**config.mk**
```make
export PLATFORM = sky130hd
export DESIGN_NAME = imem_fetch_ctrl
export DESIGN_NICKNAME = d
export VERILOG_FILES = /design/src/rtl/imem_fetch_ctrl_pkg.sv /design/src/rtl/imem_next_pc.sv /design/src/rtl/imem_fetch_ctrl.sv
export SDC_FILE = /design/constraint.sdc
export NUM_CORES = 1
export LEC_CHECK = 0
export ABC_AREA = 0
export BUFFER_PORTS_ARGS = -buffer_cell sky130_fd_sc_hd__buf_2
export CAP_MARGIN = 20
export CORE_MARGIN = 2
export CORE_UTILIZATION = 36
export CTS_CLUSTER_DIAMETER = 200
export DETAILED_ROUTE_END_ITERATION = 6
export PLACE_DENSITY = 0.88
export SLEW_MARGIN = 20
export SYNTH_ARGS = -nofsm -noshare
export SYNTH_HDL_FRONTEND = slang
export SYNTH_SLANG_ARGS = --single-unit
```
**constraint.sdc**
```tcl
create_clock -name clk -period 3.15 [get_ports clk]
set_clock_uncertainty 0.2 [all_clocks]
set_input_delay 0.1575 -clock clk [delete_from_list [all_inputs] [get_ports clk]]
set_output_delay 0.1575 -clock clk [all_outputs]
set_load 0.02 [all_outputs]
```
**src/rtl/imem_fetch_ctrl_pkg.sv**
```systemverilog
// Shared definitions for the instruction-memory fetch controller:
// FSM state encodings and default geometry / reset PC.
package imem_fetch_ctrl_pkg;

    typedef enum logic [1:0] {
        ST_IDLE = 2'd0,
        ST_LOAD = 2'd1,
        ST_RUN  = 2'd2
    } fetch_state_e;

    localparam int DEF_ADDR_W   = 6;
    localparam int DEF_DATA_W   = 32;
    localparam int DEF_RESET_PC = 0;

endpackage

```
**src/rtl/imem_next_pc.sv**
```systemverilog
// Next-PC selection for the fetch controller: stall holds, then jump, then
// branch, otherwise sequential increment wrapping at the top of memory.
module imem_next_pc #(
    parameter int ADDR_W = 6
) (
    input  logic [ADDR_W-1:0] pc,
    input  logic              stall,
    input  logic              jump,
    input  logic [ADDR_W-1:0] jump_target,
    input  logic              branch_taken,
    input  logic [ADDR_W-1:0] branch_target,
    output logic [ADDR_W-1:0] next_pc
);

    // Priority mux; the increment wraps naturally in ADDR_W bits
    always_comb begin
        next_pc = pc;
        if (stall) begin
            next_pc = pc;
        end else if (jump) begin
            next_pc = jump_target;
        end else if (branch_taken) begin
            next_pc = branch_target;
        end else begin
            next_pc = pc + ADDR_W'(1);
        end
    end

endmodule

```
**src/rtl/imem_fetch_ctrl.sv**
```systemverilog
// Fetch sequencer for the single-cycle core: owns PC, instruction memory
// port, and a valid/ready program-load path used while the core is idle.
module imem_fetch_ctrl
    import imem_fetch_ctrl_pkg::*;
#(
    parameter int ADDR_W   = DEF_ADDR_W,
    parameter int DATA_W   = DEF_DATA_W,
    parameter int RESET_PC = DEF_RESET_PC
) (
    input  logic              clk,
    input  logic              rst,
    input  logic              run_en,
    input  logic              halt,
    input  logic              load_start,
    input  logic              load_valid,
    input  logic [DATA_W-1:0] load_data,
    input  logic              load_last,
    output logic              load_ready,
    output logic              load_done,
    input  logic              stall,
    input  logic              jump,
    input  logic [ADDR_W-1:0] jump_target,
    input  logic              branch_taken,
    input  logic [ADDR_W-1:0] branch_target,
    output logic [ADDR_W-1:0] imem_addr,
    output logic              imem_we,
    output logic [DATA_W-1:0] imem_wdata,
    input  logic [DATA_W-1:0] imem_rdata,
    output logic [ADDR_W-1:0] pc,
    output logic [DATA_W-1:0] instr,
    output logic              instr_valid,
    output logic [1:0]        state_o
);

    localparam logic [ADDR_W-1:0] RESET_PC_V = ADDR_W'(RESET_PC);
    localparam logic [ADDR_W-1:0] PTR_MAX    = '1;

    fetch_state_e      state_r;
    fetch_state_e      state_nxt_s;
    logic [ADDR_W-1:0] pc_r;
    logic [ADDR_W-1:0] ptr_r;
    logic              done_r;
    logic              done_nxt_s;
    logic [ADDR_W-1:0] next_pc_s;

    imem_next_pc #(.ADDR_W(ADDR_W)) u_next_pc (
        .pc            (pc_r),
        .stall         (stall),
        .jump          (jump),
        .jump_target   (jump_target),
        .branch_taken  (branch_taken),
        .branch_target (branch_target),
        .next_pc       (next_pc_s)
    );

    // Next-state and memory/core-facing outputs
    always_comb begin
        state_nxt_s = state_r;
        done_nxt_s  = 1'b0;
        load_ready  = 1'b0;
        imem_addr   = pc_r;
        imem_we     = 1'b0;
        imem_wdata  = '0;
        instr       = '0;
        instr_valid = 1'b0;
        case (state_r)
            ST_IDLE: begin
                if (load_start) begin
                    state_nxt_s = ST_LOAD;
                end else if (run_en) begin
                    state_nxt_s = ST_RUN;
                end else begin
                    state_nxt_s = ST_IDLE;
                end
            end
            ST_LOAD: begin
                load_ready = 1'b1;
                imem_addr  = ptr_r;
                if (load_valid) begin
                    imem_we    = 1'b1;
                    imem_wdata = load_data;
                    // Last word, or memory full: finish the image
                    if (load_last || (ptr_r == PTR_MAX)) begin
                        state_nxt_s = ST_IDLE;
                        done_nxt_s  = 1'b1;
                    end else begin
                        state_nxt_s = ST_LOAD;
                    end
                end else begin
                    state_nxt_s = ST_LOAD;
                end
            end
            ST_RUN: begin
                instr       = imem_rdata;
                instr_valid = 1'b1;
                if (halt) begin
                    state_nxt_s = ST_IDLE;
                end else begin
                    state_nxt_s = ST_RUN;
                end
            end
            default: begin
                state_nxt_s = ST_IDLE;
            end
        endcase
    end

    // State, PC, load pointer and done pulse registers
    always_ff @(posedge clk) begin
        if (rst) begin
            state_r <= ST_IDLE;
            pc_r    <= RESET_PC_V;
            ptr_r   <= '0;
            done_r  <= 1'b0;
        end else begin
            state_r <= state_nxt_s;
            done_r  <= done_nxt_s;
            case (state_r)
                ST_IDLE: begin
                    if (load_start) begin
                        ptr_r <= '0;
                    end else if (run_en) begin
                        pc_r <= RESET_PC_V;
                    end
                end
                ST_LOAD: begin
                    if (load_valid) begin
                        ptr_r <= ptr_r + ADDR_W'(1);
                    end
                end
                ST_RUN: begin
                    if (!halt) begin
                        pc_r <= next_pc_s;
                    end
                end
                default: begin
                    pc_r <= pc_r;
                end
            endcase
        end
    end

    assign load_done = done_r;
    assign pc        = pc_r;
    assign state_o   = state_r;

endmodule

```
==> results.cfg, run 1 <==
[cts]
htree_levels = 1
cts-resized-gates = 0
clk_latency_ns = 0.25
clk_pin_slew_ns = 0.06
cts_tree = yes
cts_max_path_buffers = 2
cts_inserted_buffers = 3
clkSinkCount = 15
root_buffer = clkbuf_8
ctsHoldBuffers = 0
post-cts-setup-buffers = 0

[yosys]
synth_area_leader_cell = dfxtp_1
synth-async-reset-ratio_pct = 0
synth-edff-count = 0
yosysWarnings = 0
syn_area_um2 = 1380
synth.area.top_cells = dfxtp_1, and2_1, and3_1, mux2_1, xnor2_1
ys_types = 39
synthCells = 181
synth_top_area_share_pct = 21.8
ys_ff_latch = 15
synth_area_per_cell_um2 = 7.62
ys.flop_type = dfxtp_1
ys_seq_area_share_pct = 21.8
syn_nets = 269

[final_layout]
diodes = 0
nNetsFinal = 427
area_growth_pct = 64.3
layout_commonest_cell = buf_2
most-common-layout-cells = buf_2, and3_1, and2_1
drive_gt1_share_pct = 51.5

[routing]
dr.first_iter.drc_count = 108
drc = 0
firstDrtPassIters = 4
viasPerCell = 4.80
via_count = 1854
routedWlPerCell_um = 12.3
drtAntennaViolNets = 0
wirelength_um = 4740

[worst_hold_path]
min_path_type = primary input to flop

[floorplan]
io_pins = 168
row_count = 22
fp.dieW_um = 65.9
dieArea_um2 = 4340
core_area_um2 = 3660
initial_core_util_pct = 37.7
die_y_um = 65.9

[placement]
finalWeightedCongestion = 0.827
hpwl_um = 3880
portBuffers = 167
dp_slack_ns = 0.873

[worst_setup_path]
start_kind = flop
crit_path_end_kind = primary output
critical_path_class = flop to primary output
worstPathMaxFanout = 41
required_ns = 2.79
cp.arrival_ns = 2.20

[timing]
final.period_utilization_pct = 81.3
worst_slack_ns = 0.588
finalSetupViolations = 0
slew_viol_final = 0
setup_tns_ns = 0
finalHoldViolCount = 0
max_freq_mhz = 390
relSlewSlack_pct = 32.0
rsz0062_at_grt = no
worst_slew_pin_slew_ns = 1.02
post-route-min-period_ns = 2.56

[job]
max-cap-violations = 0

[outcome]
status = finished, final reports clean

[global_route]
grt_max_degree = 42
antenna_found_initial = 0
grt_pass1_vias = 1499
grt-ovfl-total = 0
grt_pass1_wl_um = 6760
grt_usage_pct = 19.9

[power]
vdd_drop_max_uv = 229
powerDensity_nw_per_um2 = 243
p_leak_nw = 1.42
==> layout make-up <==
cell class / count / area [um^2]
fill: 348 / 1390
multi-input combinational: 150 / 1010
timing repair buffer: 168 / 843
sequential: 15 / 300
tap: 48 / 60.1
clock buffer: 4 / 45.0
inverter: 1 / 3.75
==> cell families (layout without fill, tap and decap cells) <==
family,count (synthesis),after routing,synth area share [%]
simple gates,109,109,48.7
compound gates,23,23,11.5
buf+inv,16,173,4.71
flops,15,15,21.8
mux,9,9,7.07
xor+xnor,7,7,4.44
fa+ha+maj,2,2,1.81
==> synth_stat cells (2+ instances only) <==
library cell   n
or3b_1         2
and2_1        33
and3_1        33
o2bb2ai_1      2
mux2_1         6
a21oi_1        4
dfxtp_1       15
nor3_1         5
mux2i_1        3
clkbuf_1      13
and2b_1        2
nand2b_1       6
nand2_1        7
ha_1           2
nor3b_1        3
nor2b_1        3
o311ai_1       2
nand3_1        5
or2_1          2
xnor2_1        6
nor2_1         6
o21ai_0        4
==> critical path, cell delays in order, from the launching register on <==
cell and delay, ns:
dfxtp_1 0.54, and2b_1 0.87, mux2_1 0.39, buf_2 0.16
==> metal layers <==
metal  vias to the layer above  wire length [um]  global-route usage [%]
li1                        950                 -                       -
met1                       798              1920                    24.8
met2                       101              2290                    33.3
met3                         5               493                    5.96
met4                         0                42                    4.95
met5                         -                 0                       0
==> stage by stage <==
| stage | cells | instance area [um^2] | hold slack, ns | total power, W | util, % |
|---|---|---|---|---|---|
| after floorplan | 181 | 1380 | 0.146 | 0.000314 | - |
| after global placement | 382 | 2220 | 0.257 | 0.000397 | 60.7 |
| after detailed placement | 382 | 2220 | 0.272 | 0.000400 | 60.7 |
| after CTS | 386 | 2270 | 0.0103 | 0.000555 | 61.9 |
| after global routing | 386 | 2270 | 0.0234 | 0.000582 | 61.9 |
| final | 386 | 2270 | 0.0180 | 0.000551 | 61.9 |
==> path summary, 6_finish.rpt <==
check / end / from / slack [ns] / depth (start not counted)
hold reg to reg: pc[4]$_SDFFE_PP0P_ / pc[4]$_SDFFE_PP0P_ / 0.34 / 1
setup reg to reg: ptr_r[0]$_SDFFE_PP0P_ / state_o[0]$_SDFF_PP0_ / 1.02 / 4
setup / recovery: imem_addr[3] / state_o[0]$_SDFF_PP0_ / 0.59 / 3
hold / removal: pc[0]$_SDFFE_PP0P_ / rst / 0.02 / 2
==> registers in the layout (all words and copies together) (netlist names) <==
name / cells
ptr_r: 6
state_o: 2
load_done: 1
pc: 6
==> power breakdown <==
| part | switching [W] | internal, W | total [W] |
|---|---|---|---|
| combinational | 0.000107 | 0.0000875 | 0.000195 |
| sequential | 0.00000814 | 0.000193 | 0.000202 |
| clock | 0.0000649 | 0.0000896 | 0.000155 |
| total | 0.000180 | 0.000371 | 0.000551 |
(Power assumes the default switching activity.)
==> run 2, diff against run 1 <==
--- a/config.mk
+++ b/config.mk
@@ -9,10 +9,10 @@
 export BUFFER_PORTS_ARGS = -buffer_cell sky130_fd_sc_hd__buf_2
 export CAP_MARGIN = 20
 export CORE_MARGIN = 2
-export CORE_UTILIZATION = 36
+export CORE_UTILIZATION = 33
 export CTS_CLUSTER_DIAMETER = 200
 export DETAILED_ROUTE_END_ITERATION = 6
-export PLACE_DENSITY = 0.88
+export PLACE_DENSITY = 0.81
 export SLEW_MARGIN = 20
 export SYNTH_ARGS = -nofsm -noshare
 export SYNTH_HDL_FRONTEND = slang
==> constraint.sdc (replaced) <==
create_clock -name clk -period 2.55 [get_ports clk]
set_clock_uncertainty 0.2 [all_clocks]
set_input_delay 0.1275 -clock clk [delete_from_list [all_inputs] [get_ports clk]]
set_output_delay 0.1275 -clock clk [all_outputs]
set_load 0.02 [all_outputs]
==> run 2 against run 1 <==
Non-clock buffer count rose by 5. Sequential power rose by 22%. Total power rose by 25%. Register-to-register slack got worse by 0.33 ns. Cell area rose by 2.0%. Global-route usage fell by 2.6 points. Combinational power rose by 29%. Critical path depth rose by 1. Largest cell class unchanged. Highest routed layer unchanged.
==> results.cfg, run 2 (synthesis results as in run 1) <==
[placement]
hpwl_um = 3940
dp_slack_ns = 0.629
finalWeightedCongestion = 0.804
dpl.cell_count = 387
portBuffers = 167
dpl-instance-area_um2 = 2250

[routing]
drtAntennaViolNets = 0
via_count = 1866
dr.first_iter.drc_count = 75
firstDrtPassIters = 4
viasPerCell = 4.75
wirelength_um = 4830
routedWlPerCell_um = 12.3
drc = 0

[outcome]
status = finished, final reports clean

[power]
powerDensity_nw_per_um2 = 298
vdd_drop_max_uv = 232
p_sw_w = 0.000227
power_frac_seq_pct = 35.7
p_leak_nw = 1.45
p_comb_share_pct = 36.4
power.share.clock_pct = 28.0
p_sw_share_pct = 32.9
p_int_w = 0.000463

[floorplan]
row_count = 23
io_pins = 168
core_area_um2 = 4000
fp.dieW_um = 68.7
dieArea_um2 = 4720
initial_core_util_pct = 34.5
die_y_um = 68.7

[global_route]
grt_max_degree = 36
grt_usage_pct = 17.4
grt-ovfl-total = 0
antenna_found_initial = 0
grt_pass1_vias = 1424
grt_pass1_wl_um = 6320

[timing]
final.period_utilization_pct = 85.2
finalHoldViolCount = 0
max_freq_mhz = 460
relSlewSlack_pct = 64.6
hold-worst-slack_ns = 0.00232
post-route-min-period_ns = 2.17
worst_slack_ns = 0.376
rsz0062_at_grt = no
setup_tns_ns = 0
finalSetupViolations = 0
slew_viol_final = 0
worst_slew_pin_slew_ns = 0.516

[final_layout]
layout_commonest_cell = buf_2
multiInputGateArea_um2 = 1010
seq_area_um2 = 300
nNetsFinal = 432
fillers = 390
fin_cells = 393
most-common-layout-cells = buf_2, and3_1, and2_1
fin_area_um2 = 2310
diodes = 0
area_growth_pct = 67.5
drive_gt1_share_pct = 51.6

[worst_setup_path]
critical_path_class = flop to primary output
cp.arrival_ns = 1.85
required_ns = 2.22
worstPathMaxFanout = 35
start_kind = flop
crit_path_end_kind = primary output

[cts]
cts_max_path_buffers = 2
htree_levels = 1
cts-resized-gates = 0
clkSinkCount = 15
root_buffer = clkbuf_8
cts_inserted_buffers = 3
clk_latency_ns = 0.24
clk_pin_slew_ns = 0.06
cts_tree = yes

[worst_hold_path]
min_path_type = primary input to flop

[job]
max-cap-violations = 0
## run 2: changes by cell type in the layout (fill, tap and decap cells not counted), sizes merged
cell | previous run | this run
buf | 168 | 171
dlygate4sd3 | 0 | 2
## run 2: area by class of cell
class,count,area share (%)
clock buffer,4,1.95
inverter,1,0.162
multi-input combinational,150,43.9
sequential,15,13.0
tap,50,2.71
timing repair buffer,173,38.3
## run 2: final timing paths
kind	slack (ns)	depth (start not counted)	start	end
max	0.38	4	state_o[0]$_SDFF_PP0_	imem_we
min	0.002	4	jump_target[2]	pc[2]$_SDFFE_PP0P_
max reg2reg	0.69	4	state_o[0]$_SDFF_PP0_	load_done$_SDFF_PP0_
min reg2reg	0.32	2	ptr_r[1]$_SDFFE_PP0P_	ptr_r[1]$_SDFFE_PP0P_
## run 2: repair_timing
item / 4_1_cts / 5_1_grt
hold endpoints to repair: 4 / 1
buffers inserted: 0 / 0
hold buffers: 1 / 1
## run 2: power groups by stage
stage | clock (W) | sequential (W) | combinational, W
2_1_floorplan | 0 | 0.000252 | 0.000137
3_3_place_gp | 0 | 0.000251 | 0.000245
3_5_place_dp | 0 | 0.000251 | 0.000249
4_1_cts | 0.000199 | 0.000246 | 0.000251
5_1_grt | 0.000215 | 0.000247 | 0.000276
6_report | 0.000193 | 0.000246 | 0.000251
## run 2: routing by layer
metal	share of wire, %	global-route usage [%]
met1	41	21.9
met2	49	30.4
met3	9.3	4.22
met4	0.35	2.25
met5	0	0
## run 2: stage by stage
stage	util, %	power (W)
floorplan	-	0.000388
global route	57.8	0.000738
global placement	56.2	0.000495
CTS	57.6	0.000697
detailed placement	56.2	0.000501
finish	57.8	0.000690
## run 2: critical path, stage by stage (launching register included)
cell     delay, ns
dfxtp_1       0.54
and2b_1       0.34
buf_4         0.33
and2_1        0.20
buf_2         0.18
==> run 3, diff against run 2 <==
--- a/config.mk
+++ b/config.mk
@@ -8,10 +8,12 @@
 export ABC_AREA = 0
 export BUFFER_PORTS_ARGS = -buffer_cell sky130_fd_sc_hd__buf_2
 export CAP_MARGIN = 20
+export CORE_ASPECT_RATIO = 1.25
 export CORE_MARGIN = 2
 export CORE_UTILIZATION = 33
 export CTS_CLUSTER_DIAMETER = 200
 export DETAILED_ROUTE_END_ITERATION = 6
+export GPL_ROUTABILITY_DRIVEN = 0
 export PLACE_DENSITY = 0.81
 export SLEW_MARGIN = 20
 export SYNTH_ARGS = -nofsm -noshare
==> constraint.sdc (replaced) <==
create_clock -name clk -period 2.55 [get_ports clk]
set_clock_uncertainty 0.2 [all_clocks]
set_input_delay 0.51 -clock clk [delete_from_list [all_inputs] [get_ports clk]]
set_output_delay 0.51 -clock clk [all_outputs]
set_load 0.02 [all_outputs]
==> run 3 against run 2 <==
Flip-flop and latch count unchanged. Hold slack better by 0.32 ns. Worst setup slack got worse by 0.044 ns. First-iteration DRC count fell by 64%. Maximum frequency shrank 2.0%. Critical path depth is 1 higher. Core utilization fell by 1.0 points. Critical path type unchanged.
==> results.cfg, run 3 (synthesis results as in run 1) <==
[global_route]
grt_max_degree = 36
grt_usage_pct = 20.2
gr-usage-met3_pct = 3.57
grt_pass1_wl_um = 7550
grt.met1_usage_pct = 22.4
antenna_found_initial = 0
gr-max-usage-layer = met2
grtUsageMet2_pct = 37.1
grt_pass1_vias = 1686
grt-ovfl-total = 0

[routing]
wirelength_um = 4980
firstDrtPassIters = 4
routedWlPerCell_um = 12.5
dr.first_iter.drc_count = 27
drc = 0
drtAntennaViolNets = 0
viasPerCell = 4.80
via_count = 1910

[final_layout]
layout_commonest_cell = buf_2
most-common-layout-cells = buf_2, and3_1, and2_1
area_growth_pct = 67.3
diodes = 0
fin_area_um2 = 2310
fin_util_pct = 56.8
nNetsFinal = 431
drive_gt1_share_pct = 52.3
fillers = 389

[worst_setup_path]
rrSetupSlack_ns = 0.74
path_cells = buf_4, nor2b_1, buf_4, and2_1, buf_2
start_kind = flop
required_ns = 1.84
slowest_delay_ns = 0.32
crit_path_end_kind = primary output
crit_top_cell = buf_4
worstPathMaxFanout = 33
worstRegToRegCells = 5
path_delay_family = buffers and inverters
rr_startpoint = state_o[1]$_SDFF_PP0_
critPathBufInv = 3
cp.arrival_ns = 1.51
reg2reg_to = pc[2]$_SDFFE_PP0P_
critical_path_class = flop to primary output
cp_slowest_cell = dfxtp_1

[worst_hold_path]
hold_end = ptr_r[1]$_SDFFE_PP0P_
min_path_cells = 2
min_path_type = flop to flop
min_from = ptr_r[1]$_SDFFE_PP0P_

[timing]
finalHoldViolCount = 0
slew_viol_final = 0
worst_slew_pin_slew_ns = 0.600
relSlewSlack_pct = 58.9
post-route-min-period_ns = 2.22
worst_slack_ns = 0.332
setup_tns_ns = 0
final.period_utilization_pct = 87.0
rsz0062_at_grt = no
max_freq_mhz = 451
finalSetupViolations = 0

[outcome]
status = finished, final reports clean

[cts]
clkSinkCount = 15
root_buffer = clkbuf_8
cts-resized-gates = 0
cts_inserted_buffers = 3
htree_levels = 1
post-cts-setup-buffers = 0
cts_max_path_buffers = 2
clk_pin_slew_ns = 0.06
cts_tree = yes
clk_latency_ns = 0.25
ctsHoldBuffers = 0

[floorplan]
dieArea_um2 = 4720
io_pins = 168
initial_core_util_pct = 33.9
row_count = 26
die_y_um = 76.3
fp.dieW_um = 61.8
core_area_um2 = 4070

[power]
power_w = 0.000696
vdd_drop_max_uv = 234
powerDensity_nw_per_um2 = 302
p_leak_nw = 1.45

[placement]
portBuffers = 167
dpl-instance-area_um2 = 2260
dp_slack_ns = 0.492
hpwl_um = 4110

[job]
max-cap-violations = 0
==> run 3: changes by cell type in the layout (fill, tap and decap cells not counted) <==
cell           before  now
dlygate4sd3_1       2    0
buf_4               4    5
clkbuf_1            1    0
clkinv_2            0    1
==> run 3: tightest hold or removal path: cells and delay by family (launching register included) <==
family | cells | cell delay [ns]
AOI/OAI and AO/OA | 2 | 0.14
DFF | 1 | 0.33
==> run 3: metal layers <==
| layer | share of wire, % | vias to the layer above |
|---|---|---|
| li1 | - | 962 |
| met3 | 7.2 | 4 |
| met2 | 53 | 91 |
| met5 | 0 | - |
| met4 | 1.0 | 0 |
| met1 | 39 | 853 |
==> run 3: metrics by stage <==
step,hold slack (ns),cells
floorplan,0.277,181
global placement,0.295,394
detailed placement,0.311,394
CTS,0.319,398
global route,0.359,398
finish,0.318,398
==> run 3: layout make-up <==
| cell class | count | area (um^2) | share of cell area (%) |
|---|---|---|---|
| Inverter | 1 | 3.75 | 0.163 |
| Tap cell | 56 | 70.1 | 3.04 |
| Timing Repair Buffer | 172 | 873 | 37.8 |
| Multi-Input combinational cell | 150 | 1010 | 44.0 |
| Sequential cell | 15 | 300 | 13.0 |
| Clock inverter | 1 | 5.00 | 0.217 |
| Clock buffer | 3 | 41.3 | 1.79 |
==> run 3: how the worst max path moves through the flow <==
stage	end	start	slack [ns]	cells after the start
after global routing	instr[31]	state_o[1]$_SDFF_PP0_	0.18	5
after floorplan	imem_wdata[23]	state_o[0]$_SDFF_PP0_	0.36	4
after CTS	instr[31]	state_o[1]$_SDFF_PP0_	0.31	5
after detailed placement	ptr_r[5]$_SDFFE_PP0P_	load_valid	0.49	5
after global placement	imem_we	load_valid	0.60	3
final	instr[31]	state_o[1]$_SDFF_PP0_	0.33	5
==> run 3: report_power, final <==
part / switching, W / internal [W] / total [W]
Combinational: 0.000143 / 0.000114 / 0.000257
Sequential: 0.00000363 / 0.000239 / 0.000242
Clock: 0.0000883 / 0.000108 / 0.000197
